### config.mk
export PLATFORM = sky130hd
export DESIGN_NAME = transceiver_ack_nack_generator
export DESIGN_NICKNAME = d
export VERILOG_FILES = /design/src/rtl/transceiver_ack_nack_generator.sv
export SDC_FILE = /design/constraint.sdc
export NUM_CORES = 1
export LEC_CHECK = 0
export CAP_MARGIN = 40
export CORE_UTILIZATION = 25
export DETAILED_ROUTE_END_ITERATION = 16
export MAX_ROUTING_LAYER = met4
export PLACE_DENSITY = 0.54
export SLEW_MARGIN = 20
export SYNTH_ARGS = -nofsm -noshare
export SYNTH_HDL_FRONTEND = slang
export SYNTH_SLANG_ARGS = --single-unit
### constraint.sdc
create_clock -name i_clk -period 1.8 [get_ports i_clk]
set_clock_uncertainty 0.1 [all_clocks]
set_input_delay 0.18 -clock i_clk [delete_from_list [all_inputs] [get_ports i_clk]]
set_output_delay 0.18 -clock i_clk [all_outputs]
set_load 0.05 [all_outputs]
### src/rtl/transceiver_ack_nack_generator.sv
// Receiver-side TLP acknowledge responder: checks per-TLP ID/CRC results
// against the expected sequence ID and queues ACK/NACK DLLPs for transmit.
module transceiver_ack_nack_generator #(
    parameter int         TLP_ID_WIDTH   = 3,
    parameter int         DLLP_WIDTH     = 16,
    parameter logic [7:0] DLLP_TYPE_ACK  = 8'h01,
    parameter logic [7:0] DLLP_TYPE_NACK = 8'h02,
    parameter int         ACK_COALESCE   = 4,
    parameter int         ACK_TIMEOUT    = 64
) (
    input  logic                    i_clk,
    input  logic                    i_arst_n,
    input  logic                    i_link_up,
    input  logic                    i_rx_id_result_valid,
    input  logic [TLP_ID_WIDTH:0]   i_rx_id_result,
    output logic                    o_rx_id_result_rd,
    input  logic                    i_tx_dllp_rdy,
    output logic                    o_tx_dllp_wr,
    output logic [DLLP_WIDTH-1:0]   o_tx_dllp,
    output logic [TLP_ID_WIDTH-1:0] o_exp_id,
    output logic                    o_nack_active
);

    localparam int W    = TLP_ID_WIDTH;
    localparam int CW   = $clog2(ACK_COALESCE + 1);
    localparam int TW   = $clog2(ACK_TIMEOUT + 1);
    localparam int PADW = DLLP_WIDTH - 8 - W;

    localparam logic [CW-1:0] CNT_FORCE = CW'(ACK_COALESCE);
    localparam logic [TW-1:0] TIMER_MAX = TW'(ACK_TIMEOUT - 1);
    localparam logic [W-1:0]  DUP_MAX   = {1'b1, {(W-1){1'b0}}};

    typedef enum logic [1:0] {
        S_IDLE,
        S_EVAL,
        S_SEND_ACK,
        S_SEND_NACK
    } state_t;

    state_t                r_state;
    logic [W-1:0]          r_exp_id;
    logic [W-1:0]          r_last_good;
    logic                  r_ack_pend;
    logic [CW-1:0]         r_ack_cnt;
    logic [TW-1:0]         r_timer;
    logic                  r_nack_flag;
    logic [W-1:0]          r_res_id;
    logic                  r_res_crc;
    logic                  r_rd;
    logic                  r_wr;
    logic [DLLP_WIDTH-1:0] r_dllp;

    state_t        w_next;
    logic          w_capture;
    logic          w_eval_good;
    logic          w_eval_dup;
    logic          w_ack_done;
    logic          w_nack_done;
    logic [W-1:0]  w_dist;
    logic [CW-1:0] w_cnt_inc;
    logic          w_is_good;
    logic          w_is_dup;
    logic          w_timeout;

    // Distance back from the expected ID; 1..half-window means already seen.
    assign w_dist    = r_exp_id - r_res_id;
    assign w_cnt_inc = r_ack_cnt + 1'b1;
    assign w_is_good = r_res_crc && (w_dist == '0);
    assign w_is_dup  = r_res_crc && (w_dist != '0) && (w_dist <= DUP_MAX);
    assign w_timeout = r_ack_pend && (r_timer == TIMER_MAX);

    always_comb begin
        w_next      = r_state;
        w_capture   = 1'b0;
        w_eval_good = 1'b0;
        w_eval_dup  = 1'b0;
        w_ack_done  = 1'b0;
        w_nack_done = 1'b0;
        unique case (r_state)
            S_IDLE: begin
                if (w_timeout) begin
                    w_next = S_SEND_ACK;
                end else if (i_rx_id_result_valid) begin
                    w_capture = 1'b1;
                    w_next    = S_EVAL;
                end
            end
            S_EVAL: begin
                if (w_is_good) begin
                    w_eval_good = 1'b1;
                    w_next = (w_cnt_inc == CNT_FORCE) ? S_SEND_ACK : S_IDLE;
                end else if (w_is_dup) begin
                    w_eval_dup = 1'b1;
                    w_next     = S_IDLE;
                end else if (!r_nack_flag) begin
                    w_next = S_SEND_NACK;
                end else begin
                    w_next = S_IDLE;
                end
            end
            S_SEND_ACK: begin
                if (i_tx_dllp_rdy) begin
                    w_ack_done = 1'b1;
                    w_next     = S_IDLE;
                end
            end
            S_SEND_NACK: begin
                if (i_tx_dllp_rdy) begin
                    w_nack_done = 1'b1;
                    w_next      = S_IDLE;
                end
            end
            default: w_next = S_IDLE;
        endcase
    end

    always_ff @(posedge i_clk) begin
        if (!i_arst_n || !i_link_up) begin
            r_state     <= S_IDLE;
            r_exp_id    <= '0;
            r_last_good <= '0;
            r_ack_pend  <= 1'b0;
            r_ack_cnt   <= '0;
            r_timer     <= '0;
            r_nack_flag <= 1'b0;
            r_res_id    <= '0;
            r_res_crc   <= 1'b0;
            r_rd        <= 1'b0;
            r_wr        <= 1'b0;
            r_dllp      <= '0;
        end else begin
            r_state <= w_next;
            r_rd    <= w_capture;
            r_wr    <= w_ack_done || w_nack_done;
            if (w_capture) begin
                r_res_id  <= i_rx_id_result[W-1:0];
                r_res_crc <= i_rx_id_result[W];
            end
            if (w_ack_done) begin
                r_dllp <= {DLLP_TYPE_ACK, {PADW{1'b0}}, r_last_good};
            end else if (w_nack_done) begin
                r_dllp <= {DLLP_TYPE_NACK, {PADW{1'b0}}, r_exp_id};
            end
            if (w_eval_good) begin
                r_last_good <= r_res_id;
                r_exp_id    <= r_exp_id + 1'b1;
                r_nack_flag <= 1'b0;
                r_ack_pend  <= 1'b1;
                r_ack_cnt   <= w_cnt_inc;
            end
            if (w_eval_dup) begin
                r_ack_pend <= 1'b1;
            end
            if (w_nack_done) begin
                r_nack_flag <= 1'b1;
            end
            // Timer freezes while the ACK itself is waiting for queue space.
            if (w_ack_done) begin
                r_ack_pend <= 1'b0;
                r_ack_cnt  <= '0;
                r_timer    <= '0;
            end else if (r_ack_pend && (r_state != S_SEND_ACK)
                         && (r_timer != TIMER_MAX)) begin
                r_timer <= r_timer + 1'b1;
            end
        end
    end

    assign o_rx_id_result_rd = r_rd;
    assign o_tx_dllp_wr      = r_wr;
    assign o_tx_dllp         = r_dllp;
    assign o_exp_id          = r_exp_id;
    assign o_nack_active     = r_nack_flag;

endmodule

Yosys cells after proc, flatten, opt, wreduce, memory -nomap -nowiden
Index checks and enable logic that the tools add are counted.
Storage, ports and cells
  input bits: 9
  word-level logic and storage cells: 71
  flip-flop bits (word level): 31
  output and inout port bits: 22
Cells by class
  $lt $le $gt $ge: 1
  add/sub/neg operators: 4
  equal/unequal tests: 9
  reduce and logical (&&, ||, !) cells: 19
  mux-type cells: 25
Operators by type and width (number)
  9-bit 2-to-1 mux: 2
  1-bit 2-to-1 mux: 15
  2-bit 2-to-1 mux: 7
  7-bit by 1-bit adder with 7-bit output, second input constant: 1
  7-bit by 6-bit equality test with 1-bit output, second input constant: 1
  7-bit by 6-bit != test with 1-bit output, second input constant: 1
  3-bit by 1-bit adder with 3-bit output, second input constant: 2
  1-bit logical AND: 6
  2-bit one-hot mux with 3 select lines: 1
  2-bit nonzero test: 3
  2-bit equality test, second input constant: 2
  2-bit OR reduction: 2
  3-bit equality test, second input constant: 1
  3-bit less-or-equal comparator, second input constant: 1
  3-bit zero test: 1
  3-bit != test, second input constant: 1
  3-bit nonzero test: 1
  3-bit subtractor: 1
  2-bit by 1-bit equality test with 1-bit output, second input constant: 1
  1-bit zero test: 2
  2-bit zero test: 1
  1-bit logical OR: 2
  2-bit by 1-bit != test with 1-bit output, second input constant: 1
  2-bit != test, second input constant: 1
  2-bit AND reduction: 1

Logic depth before layout (Yosys ltp)
Gate-level depths: netlist of the first run.
  word-level depth: 8
  depth in mapped cells: 8
  depth with buffers taken out: 7

Worst setup path after synthesis of the first run
No wires, ideal clock.
  path kind: reg2reg
  start: reg r_exp_id[1] (netlist: o_exp_id[1])
  end: reg r_state[0]
  cell stages (with the launch flop): 7
  path slack: -0.456 ns
  data arrival time: 2.097 ns
  period minus slack after synthesis: 2.256 ns
  library setup time: 0.060 ns
  required time: 1.640 ns
  path buffers: 0
  cells stage by stage: dfxtp_1 -> ha_1 -> nor2b_1 -> o21ai_2 -> nand3_1 -> a2111oi_1 -> o31a_1
On the way
  word-level cells in the longest chain between the ends: 7
  elaborated cells between the ends (all ways): 10
  those cells by class: 1 x add/sub; 1 x order compare; 3 x mux; 5 x reduce/logical
RTL lines
  start, declared: line 41  | logic [W-1:0] r_exp_id;
  start signal, assigned: line 146  | r_exp_id <= r_exp_id + 1'b1;
  3-bit subtractor (*): line 66  | assign w_dist = r_exp_id - r_res_id;
  parallel branches: the longest is 4 deep, another holds 3-bit less-or-equal comparator
  2-bit 2-to-1 mux (*): line 89  | if (w_is_good) begin
  2-bit one-hot mux with 3 select lines (*): line 79  | unique case (r_state)
  end signal, assigned: line 132  | r_state <= w_next;
  end, declared: line 40  | state_t r_state;
Every way passes the cells marked *.
A chain may end at the register's enable or synchronous reset.

Worst setup path in the final report of the first run
  start: reg r_res_id[1]
  end: reg r_ack_cnt[2]
On the way
  word-level cells in the longest chain between the ends: 5
RTL lines
  start, declared: line 47  | logic [W-1:0] r_res_id;
  start signal, assigned: line 136  | r_res_id <= i_rx_id_result[W-1:0];
  3-bit subtractor: line 66
  3-bit zero test: line 68  | assign w_is_good = r_res_crc && (w_dist == '0);
  1-bit logical AND: line 68
  1-bit 2-to-1 mux: line 89
  1-bit 2-to-1 mux: line 79
  end signal, assigned: line 149  | r_ack_cnt <= w_cnt_inc;
  end, declared: line 44  | logic [CW-1:0] r_ack_cnt;
No other way between the ends.

==> summary.md, run 1 <==
| Metric | Value |
|---|---|
| Status | `finished with violations` |
| Failing checks | `negative setup slack` |
| Reg-to-reg critical path endpoint | `r_ack_cnt[2]` |
| WL/cell | `10.60 µm` |
| Leak | `0.8038 nW` |
| H-tree Lvls | `2` |
| WS Path Type | `flip-flop to flip-flop` |
| CTS buffer count | `5` |
| Max-slew headroom | `66.56%` |
| CP Max Fanout | `3` |
| Largest family of logic cells by synthesized area | `simple AND/OR/NAND/NOR gates` |
| Simple-gate portion of the synthesized area | `approximately 17%` |
| Synth Area in Adders | `5.063%` |
| Max clock buf depth | `2` |
| Post-Syn Instances | `165` |
| Final worst slack | `-0.02963 ns` |
| Clk slew on worst S/H paths | `approximately 0.060 ns` |
| Period minus WS final | `1.830 ns` |
| Syn. warnings | `0` |
| Worst-margin pin slew | `0.5000 ns` |
| Max cap viols | `0` |
| Antenna viol nets, final | `0` |
| CP bufs+invs | `2` |
| Vias/cell | `4.193` |
| Sequential share of the synthesized area | `41.86%` |
| Synthesized area | `0.001483 mm²` |
| Drc violations | `0` |
| IR drop worst, VDD | `0.2539 mV` |
| Hold Path Stages | `2` |
| Startpoint types | `flip-flop` |
| Die W | `79.01 µm` |
| Port Buf Inserts | `19` |
| PwrDens | `between 600 and 700 mW/mm²` |
| Req. time, crit path | `1.86 ns` |
| IO Count | `31` |
| Avg Cell Area, Syn | `8.986 µm²` |
| Overall Global Routing Usage | `10.91%` |
| Hold Startpoint | `r_timer[6]` |
| Layout cells sized above 1 | `roughly a quarter` |
| GP Congestion | `0.7595` |
| Die H | `79.01 µm` |
| Path depth of the worst reg2reg path | `8` |
| CP cell instances | `inv_2, ha_4, nor2b_4, or3_4, buf_6, a211oi_4, xnor2_1, nor2_1` |
| Slowest cell on the critical path | `or3_4` |
| Placed cell count | `273` |
| Endpoint class of the critical path | `flip-flop` |
| First-pass GRT wire length | `between 5000 and 6000 µm` |
| Post-CTS Setup Repair Bufs | `0` |
| Mux share of post-synthesis cell area | `6.076%` |
| Final period util | `101.6%` |
| Nets | `223` |
| Crit path DAT | `between 1.5 and 2 ns` |
| Largest net degree at the start of global routing | `17` |
| Hold WC Path Type | `flip-flop to flip-flop` |
| Worst R2R Setup Slack | `-0.03 ns` |
| Gr ovfl total | `0` |
| Area growth, synth to finish | `36.96%` |
| Worst R2R Start | `r_res_id[1]` |
| Hold worst-path end | `r_timer[6]` |
| Yosys reg bits | `31` |
| Initial DRC Count | `62` |
| Final wirelength | `2967 µm` |
| Vias in the first global route | `1193` |
| XOR/XNOR Fraction of Synth Area | `5.316%` |
| Initial Util | `about a quarter` |
| Slew Limit Fails | `0` |
| Hold_buf cts | `0` |
| Initial antenna violation count | `0` |
| # rows | `27` |
| Final setup viols | `4` |
| TritonCTS clock tree | `done` |
| Clock sinks | `31` |
| CP max stage delay | `between 0.3 and 0.4 ns` |
| Synth Area in Compound Gates | `14.60%` |
| Post-DP HPWL | `around 2300 µm` |
| Core box area | `0.005608 mm²` |
| Fin cells | `280` |
| DR pass1 iterations | `2` |
| Unrepaired setup endpoints after global routing | `true` |
| Peak Freq | `546.6 MHz` |
| Root buf cell | `clkbuf_8` |
| Critical path's top delay family | `simple AND/OR/NAND/NOR gates` |
| Clk_lat worst skew | `~0.28 ns` |
| Die ar. | `around 0.0062 mm²` |
| Final hold vios | `0` |
| Vias | `1174` |
| Final TNS setup | `-0.06602 ns` |
| Number of diodes | `0` |
| Yosys cell types | `36` |
## placed cells by master, fill, tap and decap left out, drive strengths merged, types with 7 or more instances in the layout
| cell type | count |
|---|---|
| a21oi | 7 |
| buf | 28 |
| clkdlybuf4s50 | 15 |
| conb | 11 |
| dfxtp | 31 |
| inv | 9 |
| mux2i | 9 |
| nand2 | 11 |
| nand3 | 9 |
| nor2 | 27 |
## Yosys cell counts
| cell | instances | share of area, % |
|---|---|---|
| xnor2_1 | 6 | 3.5 |
| a311oi_1 | 1 | 0.59 |
| or3_4 | 1 | 0.76 |
| a21oi_1 | 7 | 2.4 |
| nand3_1 | 9 | 3.0 |
| o31a_1 | 2 | 1.2 |
| dfxtp_1 | 31 | 42 |
| o311ai_2 | 1 | 1.1 |
| and3b_1 | 1 | 0.59 |
| o22ai_2 | 1 | 0.84 |
| a221oi_1 | 1 | 0.59 |
| a211oi_1 | 4 | 2.0 |
| nor2b_1 | 2 | 0.84 |
| conb_1 | 1 | 0.25 |
| buf_2 | 1 | 0.34 |
| a211oi_2 | 2 | 1.7 |
| a21o_1 | 2 | 1.0 |
| buf_4 | 11 | 5.6 |
| clkbuf_1 | 3 | 0.76 |
| nand2b_1 | 1 | 0.42 |
| o21ai_0 | 2 | 0.68 |
| or3_1 | 2 | 0.84 |
| inv_1 | 9 | 2.3 |
| o41a_1 | 1 | 0.76 |
| a22oi_1 | 1 | 0.51 |
| nand2_1 | 11 | 2.8 |
| mux2i_1 | 9 | 6.1 |
| buf_1 | 1 | 0.25 |
| buf_6 | 1 | 0.76 |
| and2_1 | 1 | 0.42 |
| nor2_1 | 27 | 6.8 |
| ha_1 | 6 | 5.1 |
| nor3_1 | 1 | 0.34 |
| xor2_1 | 3 | 1.8 |
| o21ai_2 | 1 | 0.59 |
| a2111oi_1 | 1 | 0.68 |
## metrics by stage
| step | hold WS, ns | worst slack [ns] | area, µm² | utilization (%) | total power [mW] |
|---|---|---|---|---|---|
| after floorplan | 0.2027 | -0.05297 | 1554 | - | 0.8358 |
| after global placement | 0.3470 | -0.1162 | 1891 | 33.71 | 0.8725 |
| after detailed placement | 0.3504 | -0.1767 | 1891 | 33.71 | 0.8723 |
| after CTS | 0.3546 | -0.03168 | 2016 | 35.94 | 1.428 |
| after global routing | 0.3662 | -0.1274 | 2031 | 36.21 | 1.476 |
| final | 0.3591 | -0.02963 | 2031 | 36.21 | 1.406 |
## worst max path at each step
stage	start	end	slack (ns)	cells past startpoint
after detailed placement	r_res_id[1]	r_state[1]	-0.18	7
final	r_res_id[1]	r_ack_cnt[2]	-0.03	8
after global placement	r_res_id[1]	r_state[1]	-0.12	7
after floorplan	o_exp_id[1]	r_ack_cnt[1]	-0.05	7
after global routing	r_res_id[1]	r_ack_cnt[2]	-0.13	8
after CTS	r_res_id[1]	o_exp_id[2]	-0.03	8
## worst register-to-register path, stage by stage (launching register included)
cell and delay [ns]:
dfxtp_2 0.33, inv_2 0.04, ha_4 0.22, nor2b_4 0.12
or3_4 0.36, buf_6 0.14, a211oi_4 0.20, xnor2_1 0.14
nor2_1 0.05
## what timing repair did
item / in CTS / in global routing
pin swaps: 1 / 1
endpoints found under the setup margin: 12 / 14
endpoints found under the hold margin: 0 / 0
gates resized for setup: 8 / 3
## kinds of logic after synthesis
kind of cell | count (synthesis)
AOI/OAI and AO/OA | 27
xor gates and xnor gates | 9
adders and majority gates | 6
buffers and inverters | 26
DFF | 31
muxes | 9
other | 1
and+or+nand+nor | 56
## sequential cells by signal, summed over array words and instances (netlist names)
signal / count
r_res_id: 3
r_last_good: 3
r_res_crc: 1
r_ack_pend: 1
o_rx_id_result_rd: 1
r_state: 2
o_tx_dllp_wr: 1
o_nack_active: 1
o_tx_dllp: 5
r_ack_cnt: 3
o_exp_id: 3
r_timer: 7
## layout make-up
type	count	area [µm²]
Clock inverter	1	5.005
Clock buffer	6	82.58
Tap cell	72	90.09
Fill cell	597	3577
Sequential cell	31	630.6
Inverter	9	33.78
Multi-Input combinational cell	118	824.5
Timing Repair Buffer	43	364.1
## report_power, final
group          internal (mW)  switching, mW  total [mW]
sequential             0.690        0.00409       0.694
clock                  0.299          0.243       0.543
combinational         0.0578          0.111       0.169
total                   1.05          0.359        1.41
## routing by layer
layer	vias to the layer above	wire, µm	GRT usage (%)
li1	620	-	-
met1	526	1492	13.18
met2	22	1328	17.24
met3	6	92	2.529
met4	0	54	4.909
met5	-	0	-
(Power assumes the default switching activity.)
==> run 2: changes to the inputs <==
ABC_CLOCK_PERIOD_IN_PS = 1800   (was not set)
==> results of run 2 <==
Final layout, timing and power as in run 1 (identical DEF).
